--- config.mk ---
export PLATFORM = sky130hd
export DESIGN_NAME = pipeline_ctrl
export DESIGN_NICKNAME = d
export VERILOG_FILES = /design/src/rtl/pipeline_ctrl_pkg.sv /design/src/rtl/pipeline_ctrl_scoreboard.sv /design/src/rtl/pipeline_ctrl.sv
export SDC_FILE = /design/constraint.sdc
export NUM_CORES = 1
export LEC_CHECK = 0
export ABC_CLOCK_PERIOD_IN_PS = 4700
export CAP_MARGIN = 5
export CORE_UTILIZATION = 48
export CTS_CLUSTER_DIAMETER = 50
export DETAILED_ROUTE_END_ITERATION = 8
export HOLD_SLACK_MARGIN = 0.05
export PLACE_DENSITY = 0.73
export SLEW_MARGIN = 20
export SYNTH_ARGS = -nofsm -noshare
export SYNTH_HDL_FRONTEND = slang
export SYNTH_SLANG_ARGS = --single-unit
--- constraint.sdc ---
create_clock -name clk -period 4.7 [get_ports clk]
set_input_delay 1.41 -clock clk [delete_from_list [all_inputs] [get_ports clk]]
set_output_delay 1.41 -clock clk [all_outputs]
set_load 0.005 [all_outputs]
--- src/rtl/pipeline_ctrl_pkg.sv ---
// Shared RV32I decode constants: opcode-class and exception bit positions, controller FSM encoding.
// Constants only; no logic, no latency, no backpressure.
package pipeline_ctrl_pkg;

  localparam int OPCODE_WIDTH    = 8;
  localparam int EXCEPTION_WIDTH = 4;
  localparam int REG_COUNT       = 32;
  localparam int REG_AW          = 5;

  // one-hot opcode classes
  localparam int OPC_OP     = 0;
  localparam int OPC_OPIMM  = 1;
  localparam int OPC_LOAD   = 2;
  localparam int OPC_STORE  = 3;
  localparam int OPC_BRANCH = 4;
  localparam int OPC_JUMP   = 5;
  localparam int OPC_UPPER  = 6;
  localparam int OPC_SYSTEM = 7;

  localparam logic [OPCODE_WIDTH-1:0] OPC_LOAD_MASK = OPCODE_WIDTH'(1) << OPC_LOAD;

  localparam int EXC_ILLEGAL = 0;
  localparam int EXC_ECALL   = 1;
  localparam int EXC_EBREAK  = 2;
  localparam int EXC_MRET    = 3;

  typedef enum logic [1:0] {
    S_IDLE     = 2'd0,
    S_DRAIN    = 2'd1,
    S_TRAP     = 2'd2,
    S_WAIT_ACK = 2'd3
  } ctrl_state_e;

endpackage

--- src/rtl/pipeline_ctrl_scoreboard.sv ---
// Pending-load register scoreboard with same-cycle writeback bypass on lookups and empty flag.
// Set/clear take effect at the next edge; lookups are combinational; no backpressure.
module hazard_scoreboard
  import pipeline_ctrl_pkg::*;
(
  input  logic              clk,
  input  logic              rstn,
  input  logic              set_vld,
  input  logic [REG_AW-1:0] set_rd,
  input  logic              clr_vld,
  input  logic [REG_AW-1:0] clr_rd,
  input  logic [REG_AW-1:0] rs1,
  input  logic [REG_AW-1:0] rs2,
  input  logic [REG_AW-1:0] rd,
  output logic              rs1_busy,
  output logic              rs2_busy,
  output logic              rd_busy,
  output logic              empty
);

  logic [REG_COUNT-1:0] pending;
  logic [REG_COUNT-1:0] clr_mask;
  logic [REG_COUNT-1:0] set_mask;
  logic [REG_COUNT-1:0] live;

  always_comb begin
    clr_mask = '0;
    set_mask = '0;
    if (clr_vld)
      clr_mask[clr_rd] = 1'b1;
    if (set_vld && set_rd != '0)
      set_mask[set_rd] = 1'b1;
    // a writeback this cycle already releases its register
    live     = pending & ~clr_mask;
    rs1_busy = live[rs1];
    rs2_busy = live[rs2];
    rd_busy  = live[rd];
    empty    = (live == '0);
  end

  // set is OR-ed after the clear so a same-register set wins
  always_ff @(posedge clk or negedge rstn) begin
    if (!rstn)
      pending <= '0;
    else
      pending <= (live | set_mask) & ~REG_COUNT'(1);
  end

endmodule

--- src/rtl/pipeline_ctrl.sv ---
// Decode-stage pipeline controller: load-use stalls, redirect flush, precise trap sequencing, stall counter.
// stall/flush combinational, trap_req registered; stall holds decode until hazard clears or trap completes.
module pipeline_ctrl
  import pipeline_ctrl_pkg::*;
(
  input  logic                       clk,
  input  logic                       rstn,
  input  logic                       de_valid,
  input  logic [REG_AW-1:0]          de_rs1,
  input  logic [REG_AW-1:0]          de_rs2,
  input  logic [REG_AW-1:0]          de_rd,
  input  logic [OPCODE_WIDTH-1:0]    de_opcode_type,
  input  logic [EXCEPTION_WIDTH-1:0] de_exception,
  input  logic                       ex_redirect,
  input  logic                       ld_wb_valid,
  input  logic [REG_AW-1:0]          ld_wb_rd,
  input  logic                       trap_ack,
  output logic                       stall,
  output logic                       flush,
  output logic                       trap_req,
  output logic [EXCEPTION_WIDTH-1:0] trap_cause,
  output logic [31:0]                stall_cnt
);

  ctrl_state_e state, state_nxt;
  logic        capture_cause;
  logic        is_load;
  logic        de_fire;
  logic        hazard;
  logic        rs1_busy, rs2_busy, rd_busy, sb_empty;

  assign is_load = (de_opcode_type & OPC_LOAD_MASK) != '0;

  hazard_scoreboard u_scoreboard (
    .clk      (clk),
    .rstn     (rstn),
    .set_vld  (de_fire && is_load),
    .set_rd   (de_rd),
    .clr_vld  (ld_wb_valid),
    .clr_rd   (ld_wb_rd),
    .rs1      (de_rs1),
    .rs2      (de_rs2),
    .rd       (de_rd),
    .rs1_busy (rs1_busy),
    .rs2_busy (rs2_busy),
    .rd_busy  (rd_busy),
    .empty    (sb_empty)
  );

  assign hazard   = de_valid && (rs1_busy || rs2_busy || (is_load && rd_busy));
  assign stall    = (hazard || state != S_IDLE) && !ex_redirect;
  assign flush    = ex_redirect || state == S_TRAP;
  assign de_fire  = de_valid && !stall && !flush;
  assign trap_req = (state == S_TRAP);

  always_ff @(posedge clk or negedge rstn) begin
    if (!rstn)
      state <= S_IDLE;
    else
      state <= state_nxt;
  end

  always_comb begin
    state_nxt     = state;
    capture_cause = 1'b0;
    case (state)
      S_IDLE: begin
        if (de_valid && |de_exception && !ex_redirect) begin
          state_nxt     = S_DRAIN;
          capture_cause = 1'b1;
        end
      end
      S_DRAIN: begin
        // an older redirecting branch squashes the excepting instruction
        if (ex_redirect)
          state_nxt = S_IDLE;
        else if (sb_empty)
          state_nxt = S_TRAP;
      end
      S_TRAP:     state_nxt = S_WAIT_ACK;
      S_WAIT_ACK: if (trap_ack) state_nxt = S_IDLE;
      default:    state_nxt = S_IDLE;
    endcase
  end

  always_ff @(posedge clk or negedge rstn) begin
    if (!rstn)
      trap_cause <= '0;
    else if (capture_cause)
      trap_cause <= de_exception;
  end

  always_ff @(posedge clk or negedge rstn) begin
    if (!rstn)
      stall_cnt <= '0;
    else if (stall && stall_cnt != '1)
      stall_cnt <= stall_cnt + 32'd1;
  end

endmodule

==> flow_summary.toml <==
[status]
outcome = "complete, but fails checks"
violations = "setup timing"

[yosys]
synth_xor_xnor_area_share = 0.0689
synth_cell_type_count = 62
syn_inst = 460
synth-compound-area-share = 0.213
synth.mux.area_fraction = 0.0680
synth_adder_area_share = 0.00298
synth_edf_count = 0
synth.avg_cell_area_um2 = 9.12
yosysWarnings = 0
ys_seq_area_frac = 0.412
ys.flop_type = "dfrtp_1"
synth-simple-area-share = 0.204
synth_area_um2 = 4190
synth_fp_nets = 499
async_flop_share = 1.00
synth_seq_cells = 69
synth_top_family_by_area = "compound AO/OA/AOI/OAI gates"

[setup_path]
crit_chain = "buf_2 -> or2_4 -> buf_6 -> o21ai_4 -> o21ai_1 -> a211o_1 -> a221o_1 -> a222oi_1 -> buf_4 -> o31ai_4 -> nand2_1 -> a21oi_1 -> buf_2"
crit_slowest_cell = "a221o_1"
cp_max_fo = 5
critPathKind = "in2out"
r2r-start = "stall_cnt[9]$_DFFE_PN0P_"
reg2reg_depth = 10
slowest_delay_ns = 0.37
endpoint = "stall"
worstSetupStartpoint = "ld_wb_rd[1]"
crit_arrival_ns = 3.75
end_kind = "output port"
cp_num_buf_inv = 4
path_depth = 13
crit_path_start_kind = "input port"
cp_common_cell = "buf_2"
reg2reg_slack_ns = 1.50
cpLargestDelayFamily = "compound AO/OA/AOI/OAI gates"
rr_endpoint = "stall_cnt[1]$_DFFE_PN0P_"
crit_required_ns = 3.29

[layout]
fillerInstances = 624
antenna_cells = 0
area_growth_syn_to_layout_pct = 49.1
final-seq-area_um2 = 1730
drive_gt1_frac = 0.276
multiInputGateArea_um2 = 2460
final_area_um2 = 6250
final_nets = 671

[clocking]
cts-hold-fix-buffers = 0
clkSlewWorstSetupHoldPaths_ns = 0.07
htree_levels = 3
cts_buffers = 9
cts_num_sinks = 69
root_buffer = "clkbuf_8"
clock_latency_ns = 0.35
clockBufferDepth = 2
cts_tree = "yes"

[grt]
grt_pass1_vias = 4490
antenna_found_initial = 0
grtUsageTotal = 0.359
grt_pass1_wl_mm = 23.9
grt_max_degree = 44
grt-ovfl-total = 0

[drt]
viasPerCell = 6.20
dr_total_vias = 4602
wl_per_cell_um = 20.9
ant_nets = 0
drt-pass1-iter-count = 6
drc = 0
drt-initial-drc-count = 448
wirelength_mm = 15.5

[die]
die_w_um = 95.5
start_util = 0.503
coreArea_um2 = 8340
rows = 33
die_h_um = 95.5
ioPinCount = 77
die_area_um2 = 9120

[sta]
finalCritPeriodShare = 1.10
worst_slew_pin_slew_ns = 0.970
fin_ws_ns = -0.461
hold_viol = 0
finalSetupViolCount = 1
timing.fmax_mhz = 194
slew_viol_final = 0
tns_ns = -0.461
finClkSkew_ns = 0.0124
holdWs_ns = 0.494
rsz0062_at_grt = "true"
relSlewSlack = 0.354
min_period_ns = 5.16

[placement]
dp_hpwl_mm = 11.4
portBuffers = 69
placed_area_um2 = 5800
gp_congestion = 0.950

[power_and_ir_drop]
p_leak_nw = 2.83
pwr-share-seq = 0.378
p_sw_mw = 0.573
intPower_mw = 1.34
power.density_nw_per_um2 = 306
comb_power_share = 0.290
ir_drop_uv = 233
clock_power_share = 0.333
switching_share = 0.299

[hold_path]
hold_class = "reg2reg"

[job]
cap_violations = 0
worst min path at each step:
stage                                           end                      start  cells after the start
after global placement    stall_cnt[19]$_DFFE_PN0P_  stall_cnt[19]$_DFFE_PN0P_                      1
after detailed placement  stall_cnt[14]$_DFFE_PN0P_  stall_cnt[14]$_DFFE_PN0P_                      1
after floorplan           stall_cnt[21]$_DFFE_PN0P_  stall_cnt[21]$_DFFE_PN0P_                      1
final                     stall_cnt[12]$_DFFE_PN0P_  stall_cnt[12]$_DFFE_PN0P_                      1
after global routing      stall_cnt[12]$_DFFE_PN0P_  stall_cnt[12]$_DFFE_PN0P_                      1
after CTS                 stall_cnt[14]$_DFFE_PN0P_  stall_cnt[14]$_DFFE_PN0P_                      1
synthesized netlist by cell type, types with 12 or more instances:
library cell	count	area share
nand3_1	15	0.018
nand4_1	13	0.019
o21ai_0	51	0.061
nor2_1	26	0.023
mux2i_1	15	0.036
xor2_1	24	0.050
nand2_1	39	0.035
o21ai_1	17	0.020
dfrtp_1	69	0.41
nor3_1	17	0.020
clkbuf_1	15	0.013
mux2_2	12	0.032
worst register-to-register path: stages, from the launching register on:
cell,delay (ns)
dfrtp_1,0.44
and4_1,0.26
and3_1,0.22
and4_1,0.25
and3_1,0.25
nand3_1,0.11
or4_1,0.59
o21a_1,0.24
a21boi_2,0.19
buf_12,0.19
mux2_2,0.36
sequential cells by signal, indices dropped and copies added (netlist names), named ones only:
| name | cells |
|---|---|
| u_scoreboard.pending | 31 |
| state | 1 |
| stall_cnt | 32 |
| trap_cause | 4 |
layer usage:
metal,share of wire,global-route usage,vias up
met5,0,0,-
met4,0.030,0.143,0
met3,0.081,0.0726,42
met2,0.47,0.584,257
met1,0.42,0.466,2231
li1,-,-,2072
power groups by stage:
stage | combinational [mW] | clock, mW | sequential [mW]
CTS | 0.546 | 0.640 | 0.721
finish | 0.555 | 0.637 | 0.723
global route | 0.593 | 0.668 | 0.731
floorplan | 0.233 | 0 | 0.717
detailed placement | 0.529 | 0 | 0.730
global placement | 0.518 | 0 | 0.726
through the flow:
step	std cells	worst slack, ns	power (mW)	utilization
after floorplan	460	0.000548	0.950	-
after global placement	721	-1.32	1.24	0.695
after detailed placement	721	-1.30	1.26	0.695
after CTS	741	-0.462	1.91	0.742
after global routing	742	-0.512	1.99	0.750
final	742	-0.461	1.91	0.750
cell type report:
class	instances	share of cell area
clock buffer	11	0.0242
clock inverter	5	0.0170
inverter	12	0.00760
multi-input combinational	358	0.394
sequential	69	0.276
tap	105	0.0210
timing repair buffer	182	0.260
kinds of logic after synthesis:
logic type / after synthesis
adder cells (fa/ha/maj): 1
multiplexers: 27
flip-flops: 69
XOR/XNOR: 33
AND/OR/NAND/NOR: 161
buffers and inverters: 33
AO/OA/AOI/OAI: 136
what timing repair did:
item,in CTS,in global routing
gates resized for setup,61,15
pin swaps,10,5
buffers inserted,3,1
setup endpoints to repair,25,1
cloned,1,0
cell usage in the layout, fill, tap and decap left out, types with 9 or more instances in the layout:
| cell type | instances |
|---|---|
| mux2_2 | 12 |
| nor2_1 | 24 |
| clkbuf_8 | 11 |
| mux2i_1 | 13 |
| buf_4 | 106 |
| dfrtp_1 | 69 |
| nand2_1 | 39 |
| o21ai_1 | 22 |
| inv_1 | 9 |
| o21ai_0 | 42 |
| clkdlybuf4s50_1 | 59 |
| nand3_1 | 15 |
| nor3_1 | 17 |
| xor2_1 | 24 |
| nand4_1 | 13 |
(Power assumes the default switching activity.)
